`src/rtl/mips_pkg.sv`:
```
// Shared MIPS datapath definitions: control bit positions, default widths and
// the EX/MEM pipeline entry layout.
package mips_pkg;

    localparam int unsigned MIPS_DATA_W = 32;
    localparam int unsigned MIPS_REG_W  = 5;
    localparam int unsigned CTRL_W      = 5;

    // Bit positions inside the EX control vector {RegWrite, MemRead, MemWrite, MemtoReg, Branch}
    localparam int unsigned CTRL_BRANCH   = 0;
    localparam int unsigned CTRL_MEMTOREG = 1;
    localparam int unsigned CTRL_MEMWRITE = 2;
    localparam int unsigned CTRL_MEMREAD  = 3;
    localparam int unsigned CTRL_REGWRITE = 4;

    typedef struct packed {
        logic [MIPS_DATA_W-1:0] result;
        logic [MIPS_DATA_W-1:0] wdata;
        logic [MIPS_REG_W-1:0]  wreg;
        logic [CTRL_W-1:0]      ctrl;
        logic                   bne;
        logic [MIPS_DATA_W-1:0] btarget;
    } ex_mem_entry_t;

    // beq is taken on a zero result, bne on a non-zero result.
    function automatic logic branch_taken(input logic branch, input logic bne,
                                          input logic [MIPS_DATA_W-1:0] result);
        return branch & ((result == '0) ^ bne);
    endfunction

endpackage

```
`src/rtl/skid_buf.sv`:
```
// Generic two-entry valid/ready buffer. The output register feeds the consumer;
// the skid entry catches the one transfer that slips in while the producer has
// not yet seen the registered ready drop. in_ready_o is a flop, so there is no
// combinational path from out_ready_i to in_ready_o.
module skid_buf #(
    parameter int unsigned Width = 8
) (
    input  logic             clk_i,
    input  logic             rst_ni,
    input  logic             flush_i,
    input  logic             in_valid_i,
    output logic             in_ready_o,
    input  logic [Width-1:0] in_data_i,
    output logic             out_valid_o,
    input  logic             out_ready_i,
    output logic [Width-1:0] out_data_o,
    // Pulses when a new entry is written into the output register this cycle
    output logic             load_o,
    output logic [Width-1:0] load_data_o
);

    logic             out_valid_q, out_valid_d;
    logic [Width-1:0] out_data_q,  out_data_d;
    logic             skid_valid_q, skid_valid_d;
    logic [Width-1:0] skid_data_q,  skid_data_d;
    logic             in_ready_q,  in_ready_d;

    logic in_fire;
    logic out_space;
    logic load;

    // Handshake decode; in_ready_q == ~skid_valid_q, so a skid entry and an
    // input transfer never compete for the output register.
    always_comb begin
        in_fire     = in_valid_i & in_ready_q;
        out_space   = ~out_valid_q | out_ready_i;
        load        = ~flush_i & out_space & (skid_valid_q | in_fire);
        load_data_o = skid_valid_q ? skid_data_q : in_data_i;
    end

    // Next-state for output register, skid entry and registered ready
    always_comb begin
        out_valid_d  = out_valid_q;
        out_data_d   = out_data_q;
        skid_valid_d = skid_valid_q;
        skid_data_d  = skid_data_q;
        if (flush_i) begin
            // A concurrent consumer transfer still completes; everything held is dropped
            out_valid_d  = 1'b0;
            skid_valid_d = 1'b0;
        end else if (out_space) begin
            out_valid_d  = skid_valid_q | in_fire;
            skid_valid_d = 1'b0;
            if (load) begin
                out_data_d = load_data_o;
            end
        end else if (in_fire) begin
            // Output stalled: park the accepted entry in the skid
            skid_valid_d = 1'b1;
            skid_data_d  = in_data_i;
        end
        in_ready_d = ~skid_valid_d;
    end

    // State registers with asynchronous clear
    always_ff @(posedge clk_i or negedge rst_ni) begin
        if (!rst_ni) begin
            out_valid_q  <= 1'b0;
            out_data_q   <= '0;
            skid_valid_q <= 1'b0;
            skid_data_q  <= '0;
            in_ready_q   <= 1'b1;
        end else begin
            out_valid_q  <= out_valid_d;
            out_data_q   <= out_data_d;
            skid_valid_q <= skid_valid_d;
            skid_data_q  <= skid_data_d;
            in_ready_q   <= in_ready_d;
        end
    end

    assign in_ready_o  = in_ready_q;
    assign out_valid_o = out_valid_q;
    assign out_data_o  = out_data_q;
    assign load_o      = load;

endmodule

```
`src/rtl/ex_mem_skid.sv`:
```
// EX/MEM pipeline boundary. Buffers the ALU result, store data, destination
// register and MEM/WB control through a two-entry skid buffer, keeps a
// registered zero flag of the held result and resolves beq/bne as an entry
// enters the output register, pulsing br_taken for one cycle.
module ex_mem_skid
    import mips_pkg::*;
#(
    parameter int unsigned DATA_W = MIPS_DATA_W,
    parameter int unsigned REG_W  = MIPS_REG_W
) (
    input  logic              clk,
    input  logic              rst_n,
    input  logic              ex_valid,
    output logic              ex_ready,
    input  logic [DATA_W-1:0] ex_result,
    input  logic [DATA_W-1:0] ex_wdata,
    input  logic [REG_W-1:0]  ex_wreg,
    input  logic [4:0]        ex_ctrl,
    input  logic              ex_bne,
    input  logic [DATA_W-1:0] ex_btarget,
    input  logic              flush,
    output logic              mem_valid,
    input  logic              mem_ready,
    output logic [DATA_W-1:0] mem_result,
    output logic [DATA_W-1:0] mem_wdata,
    output logic [REG_W-1:0]  mem_wreg,
    output logic [3:0]        mem_ctrl,
    output logic              mem_zero,
    output logic              br_taken,
    output logic [DATA_W-1:0] br_target
);

    localparam int unsigned EntryW = $bits(ex_mem_entry_t);

    ex_mem_entry_t in_entry;
    ex_mem_entry_t out_entry;
    ex_mem_entry_t load_entry;
    logic          load;

    logic              zero_q,      zero_d;
    logic              br_taken_q,  br_taken_d;
    logic [DATA_W-1:0] br_target_q, br_target_d;

    // Pack the EX stage fields into one payload
    always_comb begin
        in_entry         = '0;
        in_entry.result  = ex_result;
        in_entry.wdata   = ex_wdata;
        in_entry.wreg    = ex_wreg;
        in_entry.ctrl    = ex_ctrl;
        in_entry.bne     = ex_bne;
        in_entry.btarget = ex_btarget;
    end

    skid_buf #(
        .Width (EntryW)
    ) u_skid_buf (
        .clk_i       (clk),
        .rst_ni      (rst_n),
        .flush_i     (flush),
        .in_valid_i  (ex_valid),
        .in_ready_o  (ex_ready),
        .in_data_i   (in_entry),
        .out_valid_o (mem_valid),
        .out_ready_i (mem_ready),
        .out_data_o  (out_entry),
        .load_o      (load),
        .load_data_o (load_entry)
    );

    // Zero flag and branch decision follow the entry being written into the
    // output register; flush already suppresses load, so no taken pulse on flush.
    always_comb begin
        zero_d      = load ? (load_entry.result == '0) : zero_q;
        br_taken_d  = load & branch_taken(load_entry.ctrl[CTRL_BRANCH], load_entry.bne,
                                          load_entry.result);
        br_target_d = br_taken_d ? load_entry.btarget : br_target_q;
    end

    // Registered zero flag and branch redirect
    always_ff @(posedge clk or negedge rst_n) begin
        if (!rst_n) begin
            zero_q      <= 1'b0;
            br_taken_q  <= 1'b0;
            br_target_q <= '0;
        end else begin
            zero_q      <= zero_d;
            br_taken_q  <= br_taken_d;
            br_target_q <= br_target_d;
        end
    end

    // Branch information is consumed here; MEM sees only the four MEM/WB bits
    assign mem_result = out_entry.result;
    assign mem_wdata  = out_entry.wdata;
    assign mem_wreg   = out_entry.wreg;
    assign mem_ctrl   = out_entry.ctrl[CTRL_W-1:1];
    assign mem_zero   = zero_q;
    assign br_taken   = br_taken_q;
    assign br_target  = br_target_q;

    logic unused_bits;
    assign unused_bits = ^{out_entry.ctrl[CTRL_BRANCH], out_entry.bne, out_entry.btarget,
                           load_entry.wdata, load_entry.wreg, load_entry.ctrl[CTRL_W-1:1]};

endmodule

```
`config.mk`:
```
export PLATFORM = sky130hd
export DESIGN_NAME = ex_mem_skid
export DESIGN_NICKNAME = d
export VERILOG_FILES = /design/src/rtl/mips_pkg.sv /design/src/rtl/skid_buf.sv /design/src/rtl/ex_mem_skid.sv
export SDC_FILE = /design/constraint.sdc
export NUM_CORES = 1
export LEC_CHECK = 0
export ABC_AREA = 1
export BUFFER_PORTS_ARGS = -buffer_cell sky130_fd_sc_hd__buf_2
export CAP_MARGIN = 20
export CORE_ASPECT_RATIO = 1.4
export CORE_MARGIN = 2
export CORE_UTILIZATION = 50
export DETAILED_ROUTE_END_ITERATION = 12
export PLACE_DENSITY = 0.69
export REMOVE_ABC_BUFFERS = 1
export SKIP_LAST_GASP = 1
export SYNTH_ARGS = -nofsm -noshare
export SYNTH_HDL_FRONTEND = slang
export SYNTH_HIERARCHICAL = 1
export SYNTH_SLANG_ARGS = --single-unit
```
`constraint.sdc`:
```
create_clock -name clk -period 2.7 [get_ports clk]
set_input_delay 0.27 -clock clk [delete_from_list [all_inputs] [get_ports clk]]
set_output_delay 0.27 -clock clk [all_outputs]
set_load 0.03 [all_outputs]
```
==> out/qor.yml, run 1 <==
run_status: "complete, no violations"
first_global_vias: 8839
cts_tree: "yes"
clock_sinks: 217
fin_setup_tns_ns: 0
first_iter_violations: 646
dp_hpwl_mm: 16.6
holdCritStartpoint: "ex_wdata[3]"
chipWidth_um: 124
worst_slew_pin_slew_ns: 0.871
ctsRootBufferMaster: "sky130_fd_sc_hd__clkbuf_16"
worst-endpoint-arrival_ns: 2.81
routed-via-count: 9205
worst-r2r-cell-count: 13
worst_skew_pair.late_latency_ns: 0.50
dp.cells: 1725
leak_pwr_nw: 6.99
setup_viol_count_final: 0
placement.cell_area_um2: 11300
synth_warnings: 6
worst_slew_margin_rel: 0.419
synthToLayoutAreaGrowth_pct: 20.6
floorplan.die_area_um2: 21300
non_filler_cells_in_the_finished_layout: 1770
critPathLaunchType: "flop"
rsz0062_at_grt: "no"
post_cts.repair.setup_buffers: 0
cts.clk_slew.worst_paths_ns: 0.07
wire_per_inst_um: 15.5
max_cap_violations: 0
timing.final.hold_violations: 0
final_common_cell: "sky130_fd_sc_hd__nand2_1"
chipHeight_um: 172
htree_levels: 1
rr_startpoint: "u_skid_buf/skid_valid_q$_DFF_PN0_"
starting_utilization_of_the_core_area: 0.508
final_max_slew_viol_count: 0
power_mw: 9.92
timing.critical_path.mode_cell: "sky130_fd_sc_hd__nand2_1"
max_freq_ghz: 0.420
critPathBufInv: 2
crit_path_max_incr_delay_ns: 0.49
ir_drop_mv: 0.601
crit_path_end_kind: "flop"
grt_max_degree: 108
timing.reg2reg.setup_slack_ns: 0.32
fin_crit_sh: 0.882
io-pin-count: 221
drt_drc_violations_left: 0
worst_clock_skew_ns: 0.00932
power_density_nw_per_um2: 819
globalRouteOverflowTotal: 0
drt-pass1-iter-count: 6
cp_data_required_time_ns: 3.13
min_path_cells: 3
final_antenna_net_count: 0
num_rows: 61
timing.critical_path.max_delay_family: "simple AND/OR/NAND/NOR gates"
cts-root-to-sink-buffers: 3
final_nets: 1612
cell_chain_critical_path: "buf_4, nand2_1, nand2_1, nor2_1, nand2_1, nor2_1, nand2_2, nor2_4, nand2_1, nand3_2, buf_4, nand2_1, nand2_1"
final_core_util: 0.613
routed_via_density: 5.20
hold_path_end: "u_skid_buf/skid_data_q[46]$_DFFE_PN0P_"
timing.final.crit_period_ns: 2.38
critical_path.max_fanout: 57
layout-drive-gt1-share: 0.194
syn_avg_cell_area_um2: 7.59
global_route.usage.total: 0.259
cts-buffers-inserted: 22
post_detailed_routing_wire_length_mm: 27.4
post_synth_inst_count: 1324
io_buffers: 220
r2r-end: "br_target[24]$_DFFE_PN0P_"
layout.cell_area.non_filler_um2: 12100
globalplace.congestion: 0.790
crit_path_class: "reg2reg"
layout_common_cells: "sky130_fd_sc_hd__nand2_1, sky130_fd_sc_hd__buf_2, sky130_fd_sc_hd__dfrtp_1"
initial_antenna_violation_count: 3
grt_first_pass_wirelength_mm: 44.0
hold_class: "in2reg"
slowest_stage: "sky130_fd_sc_hd__dfrtp_4"
synthesis.area_um2: 10000
core-area_um2: 19800
[cell type report]
cell class	instances	area, um^2
antenna	3	7.51
clock buffer	31	666
clock inverter	8	146
fill	1835	7650
inverter	10	42.5
multi-input combinational	1006	4140
sequential	217	5440
tap	252	315
timing repair buffer	243	1370
[worst register-to-register path: stages, from the launching register on]
cell                      delay, ns
sky130_fd_sc_hd__dfrtp_4       0.49
sky130_fd_sc_hd__buf_4         0.34
sky130_fd_sc_hd__nand2_1       0.15
sky130_fd_sc_hd__nand2_1       0.09
sky130_fd_sc_hd__nor2_1        0.12
sky130_fd_sc_hd__nand2_1       0.06
sky130_fd_sc_hd__nor2_1        0.18
sky130_fd_sc_hd__nand2_2       0.11
sky130_fd_sc_hd__nor2_4        0.10
sky130_fd_sc_hd__nand2_1       0.07
sky130_fd_sc_hd__nand3_2       0.07
sky130_fd_sc_hd__buf_4         0.32
sky130_fd_sc_hd__nand2_1       0.12
sky130_fd_sc_hd__nand2_1       0.08
[worst max path at each step]
| stage | startpoint | end | slack, ns | cells after the start |
|---|---|---|---|---|
| 6_report | u_skid_buf/skid_valid_q$_DFF_PN0_ | br_target[24]$_DFFE_PN0P_ | 0.32 | 13 |
| 5_1_grt | u_skid_buf/skid_valid_q$_DFF_PN0_ | br_target[7]$_DFFE_PN0P_ | 0.09 | 13 |
| 4_1_cts | u_skid_buf/skid_valid_q$_DFF_PN0_ | br_target[7]$_DFFE_PN0P_ | 0.16 | 12 |
| 3_5_place_dp | u_skid_buf/skid_valid_q$_DFF_PN0_ | br_target[7]$_DFFE_PN0P_ | 0.18 | 12 |
| 3_3_place_gp | u_skid_buf/skid_valid_q$_DFF_PN0_ | br_target[7]$_DFFE_PN0P_ | 0.26 | 12 |
| 2_1_floorplan | u_skid_buf/skid_valid_q$_DFF_PN0_ | br_target[0]$_DFFE_PN0P_ | -3.79 | 9 |
[repair_timing]
item / CTS / global route
hold buffers: 2 / 1
gates resized for setup: 0 / 1
setup endpoints to repair: 0 / 30
hold endpoints to repair: 80 / 1
[report_power, final]
group | internal [mW] | switching (mW) | total, mW
Clock | 2.10 | 1.28 | 3.38
Combinational | 0.647 | 1.52 | 2.17
Sequential | 3.98 | 0.392 | 4.37
[metrics by stage]
| stage | hold WS [ns] | setup WS, ns |
|---|---|---|
| 2_1_floorplan | -0.0256 | -3.79 |
| 3_3_place_gp | 0.321 | 0.255 |
| 3_5_place_dp | 0.315 | 0.183 |
| 4_1_cts | 0.00177 | 0.157 |
| 5_1_grt | 0.00695 | 0.0900 |
| 6_report | 0.0155 | 0.319 |
[layer usage]
metal | vias up | global-route usage | share of wire
li1 | 4488 | - | -
met1 | 4354 | 0.334 | 0.41
met2 | 329 | 0.451 | 0.50
met3 | 34 | 0.0381 | 0.067
met4 | 0 | 0.0731 | 0.018
met5 | - | 0 | 0
[flip-flops by register name, summed over array words and instances (netlist names)]
signal,count
u_skid_buf/skid_valid_q,1
br_target,32
u_skid_buf/in_ready_o,1
u_skid_buf/skid_data_q,107
mem_zero,1
br_taken,1
u_skid_buf/out_valid_o,1
u_skid_buf/out_data_o,73
No activity file was read; power rests on OpenSTA's default activity.
==> inputs of run 2 (changes only) <==
--- a/config.mk
+++ b/config.mk
@@ -12,6 +12,7 @@
 export CORE_MARGIN = 2
 export CORE_UTILIZATION = 50
 export DETAILED_ROUTE_END_ITERATION = 12
+export HOLD_SLACK_MARGIN = 0.03
 export PLACE_DENSITY = 0.69
 export REMOVE_ABC_BUFFERS = 1
 export SKIP_LAST_GASP = 1
==> out/qor.yml, run 2 (synthesis gave the netlist of run 1 again) <==
run_status: "complete, no violations"  # unchanged
power_density_nw_per_um2: 773  # was 819 nW/um^2
cts_tree: "yes"  # unchanged
worst-endpoint-arrival_ns: 2.80  # was 2.81 ns
worst_slew_margin_rel: 0.417  # was 0.419
grt_first_pass_wirelength_mm: 45.4  # was 44.0 mm
first_iter_violations: 692  # was 646
chipWidth_um: 124  # unchanged
setup_viol_count_final: 0  # unchanged
cts-root-to-sink-buffers: 3  # unchanged
p_sw_mw: 3.22  # was 3.19 mW
final_core_util: 0.657  # was 0.613
final_antenna_net_count: 0  # unchanged
critPathLaunchType: "flop"  # unchanged
io_buffers: 220  # unchanged
globalplace.congestion: 0.790  # unchanged
synthToLayoutAreaGrowth_pct: 29.2  # was 20.6%
power.sequential.fraction: 0.436  # was 0.441
max_cap_violations: 0  # unchanged
crit_path_end_kind: "flop"  # unchanged
largest_register_ffs: 107  # unchanged
routed_via_density: 5.18  # was 5.20
layout-drive-gt1-share: 0.184  # was 0.194
rr_startpoint: "u_skid_buf/skid_valid_q$_DFF_PN0_"  # unchanged
final_max_slew_viol_count: 0  # unchanged
io-pin-count: 221  # unchanged
worst_skew_pair.late_latency_ns: 0.49  # was 0.50 ns
startpoint: "u_skid_buf/skid_valid_q$_DFF_PN0_"  # unchanged
drt-pass1-iter-count: 5  # was 6
ir_drop_mv: 0.626  # was 0.601 mV
worst_clock_skew_ns: 0.00848  # was 0.00932 ns
power_mw: 10.0  # was 9.92 mW
drt_drc_violations_left: 0  # unchanged
critical_path.max_fanout: 57  # unchanged
layout_common_cells: "sky130_fd_sc_hd__nand2_1, sky130_fd_sc_hd__buf_2, sky130_fd_sc_hd__dfrtp_1"  # unchanged
cts-buffers-inserted: 22  # unchanged
final_common_cell: "sky130_fd_sc_hd__nand2_1"  # unchanged
fin_crit_sh: 0.879  # was 0.882
routed-via-count: 9604  # was 9205
floorplan.die_area_um2: 21300  # unchanged
whs_ns: 0.0426  # was 0.0155 ns
chipHeight_um: 172  # unchanged
worstSetupEndpoint: "br_target[24]$_DFFE_PN0P_"  # unchanged
worst-r2r-cell-count: 13  # unchanged
largest_register: "u_skid_buf/skid_data_q"  # unchanged
holdCritStartpoint: "ex_btarget[11]"  # was ex_wdata[3]
dp_hpwl_mm: 16.6  # unchanged
globalRouteOverflowTotal: 0  # unchanged
clock_sinks: 217  # unchanged
layout.filler_cells: 1715  # was 1835
rsz0062_at_grt: "no"  # unchanged
global_route.usage.total: 0.266  # was 0.259
timing.final.hold_violations: 0  # unchanged
num_rows: 61  # unchanged
proportion_of_power_drawn_by_the_clock_network: 0.336  # was 0.341
internal_power_mw: 6.81  # was 6.73 mW
netSwitchingFraction: 0.321  # was 0.322
timing.final.crit_period_ns: 2.37  # was 2.38 ns
first_global_vias: 9294  # was 8839
cp_data_required_time_ns: 3.13  # about the same
timing.reg2reg.setup_slack_ns: 0.33  # was 0.32 ns
grt_max_degree: 108  # unchanged
combinational_share_of_power: 0.227  # was 0.219
final_nets: 1699  # was 1612
ctsRootBufferMaster: "sky130_fd_sc_hd__clkbuf_16"  # unchanged
initial_antenna_violation_count: 0  # was 3
dp.cells: 1725  # unchanged
worst_slew_pin_slew_ns: 0.875  # was 0.871 ns
max_freq_ghz: 0.421  # was 0.420 GHz
post_detailed_routing_wire_length_mm: 28.3  # was 27.4 mm
htree_levels: 1  # unchanged
non_filler_cells_in_the_finished_layout: 1855  # was 1770
core-area_um2: 19800  # unchanged
wire_per_inst_um: 15.3  # was 15.5 um
cts.clk_slew.worst_paths_ns: 0.06  # was 0.07 ns
r2r-end: "br_target[24]$_DFFE_PN0P_"  # unchanged
fin_setup_tns_ns: 0  # unchanged
leak_pwr_nw: 7.36  # was 6.99 nW
crit_path_class: "reg2reg"  # unchanged
hold_class: "in2reg"  # unchanged
starting_utilization_of_the_core_area: 0.508  # unchanged
[run 2: cell type report]
cell class | count | area, um^2 | area share
Inverter | 10 | 42.5 | 0.00328
Clock inverter | 8 | 146 | 0.0113
Sequential cell | 217 | 5440 | 0.419
Clock buffer | 31 | 666 | 0.0513
Timing Repair Buffer | 330 | 2240 | 0.172
Multi-Input combinational cell | 1006 | 4140 | 0.319
Antenna cell | 1 | 2.50 | 0.000193
Tap cell | 252 | 315 | 0.0243
[run 2: timing repair]
item                                    4_1_cts  5_1_grt
buffers inserted                              0        0
resized for setup                             0        1
hold buffers                                 89        1
endpoints found under the hold margin       167        1
endpoints found under the setup margin        0       27
[run 2: per-stage QoR]
stage                     setup slack, ns  instance area (um^2)
after floorplan                     -3.79                  9570
after global placement              0.255                 11300
after detailed placement            0.183                 11300
after CTS                           0.157                 13000
after global routing               0.0905                 13000
final                               0.327                 13000
[run 2: metal layers]
| metal | vias up | share of wire | GRT usage |
|---|---|---|---|
| met4 | 0 | 0.020 | 0.0771 |
| li1 | 4658 | - | - |
| met5 | - | 0 | 0 |
| met2 | 358 | 0.51 | 0.470 |
| met1 | 4546 | 0.41 | 0.340 |
| met3 | 42 | 0.064 | 0.0338 |
[run 2: critical path: stages (launching register included)]
cell	delay [ns]
sky130_fd_sc_hd__dfrtp_4	0.49
sky130_fd_sc_hd__buf_4	0.34
sky130_fd_sc_hd__nand2_1	0.14
sky130_fd_sc_hd__nand2_1	0.09
sky130_fd_sc_hd__nor2_1	0.12
sky130_fd_sc_hd__nand2_1	0.06
sky130_fd_sc_hd__nor2_1	0.17
sky130_fd_sc_hd__nand2_2	0.11
sky130_fd_sc_hd__nor2_4	0.10
sky130_fd_sc_hd__nand2_1	0.07
sky130_fd_sc_hd__nand3_2	0.07
sky130_fd_sc_hd__buf_4	0.33
sky130_fd_sc_hd__nand2_1	0.10
sky130_fd_sc_hd__nand2_1	0.08
[run 2: power groups by stage]
stage | clock network (mW) | logic [mW] | registers [mW]
final | 3.38 | 2.28 | 4.38
after detailed placement | 0 | 2.18 | 4.42
after CTS | 3.44 | 2.29 | 4.37
after floorplan | 0 | 0.772 | 5.00
after global placement | 0 | 2.14 | 4.40
after global routing | 3.59 | 2.53 | 4.47
[run 2: how the worst min path moves through the flow]
stage / cells after the start / end / slack, ns
final: 3 / u_skid_buf/skid_data_q[11]$_DFFE_PN0P_ / 0.04
after global routing: 3 / u_skid_buf/skid_data_q[92]$_DFFE_PN0P_ / 0.03
after CTS: 3 / u_skid_buf/skid_data_q[11]$_DFFE_PN0P_ / 0.03
after detailed placement: 1 / br_target[30]$_DFFE_PN0P_ / 0.31
after global placement: 1 / u_skid_buf/skid_data_q[30]$_DFFE_PN0P_ / 0.32
after floorplan: 0 / br_taken$_DFF_PN0_ / -0.03
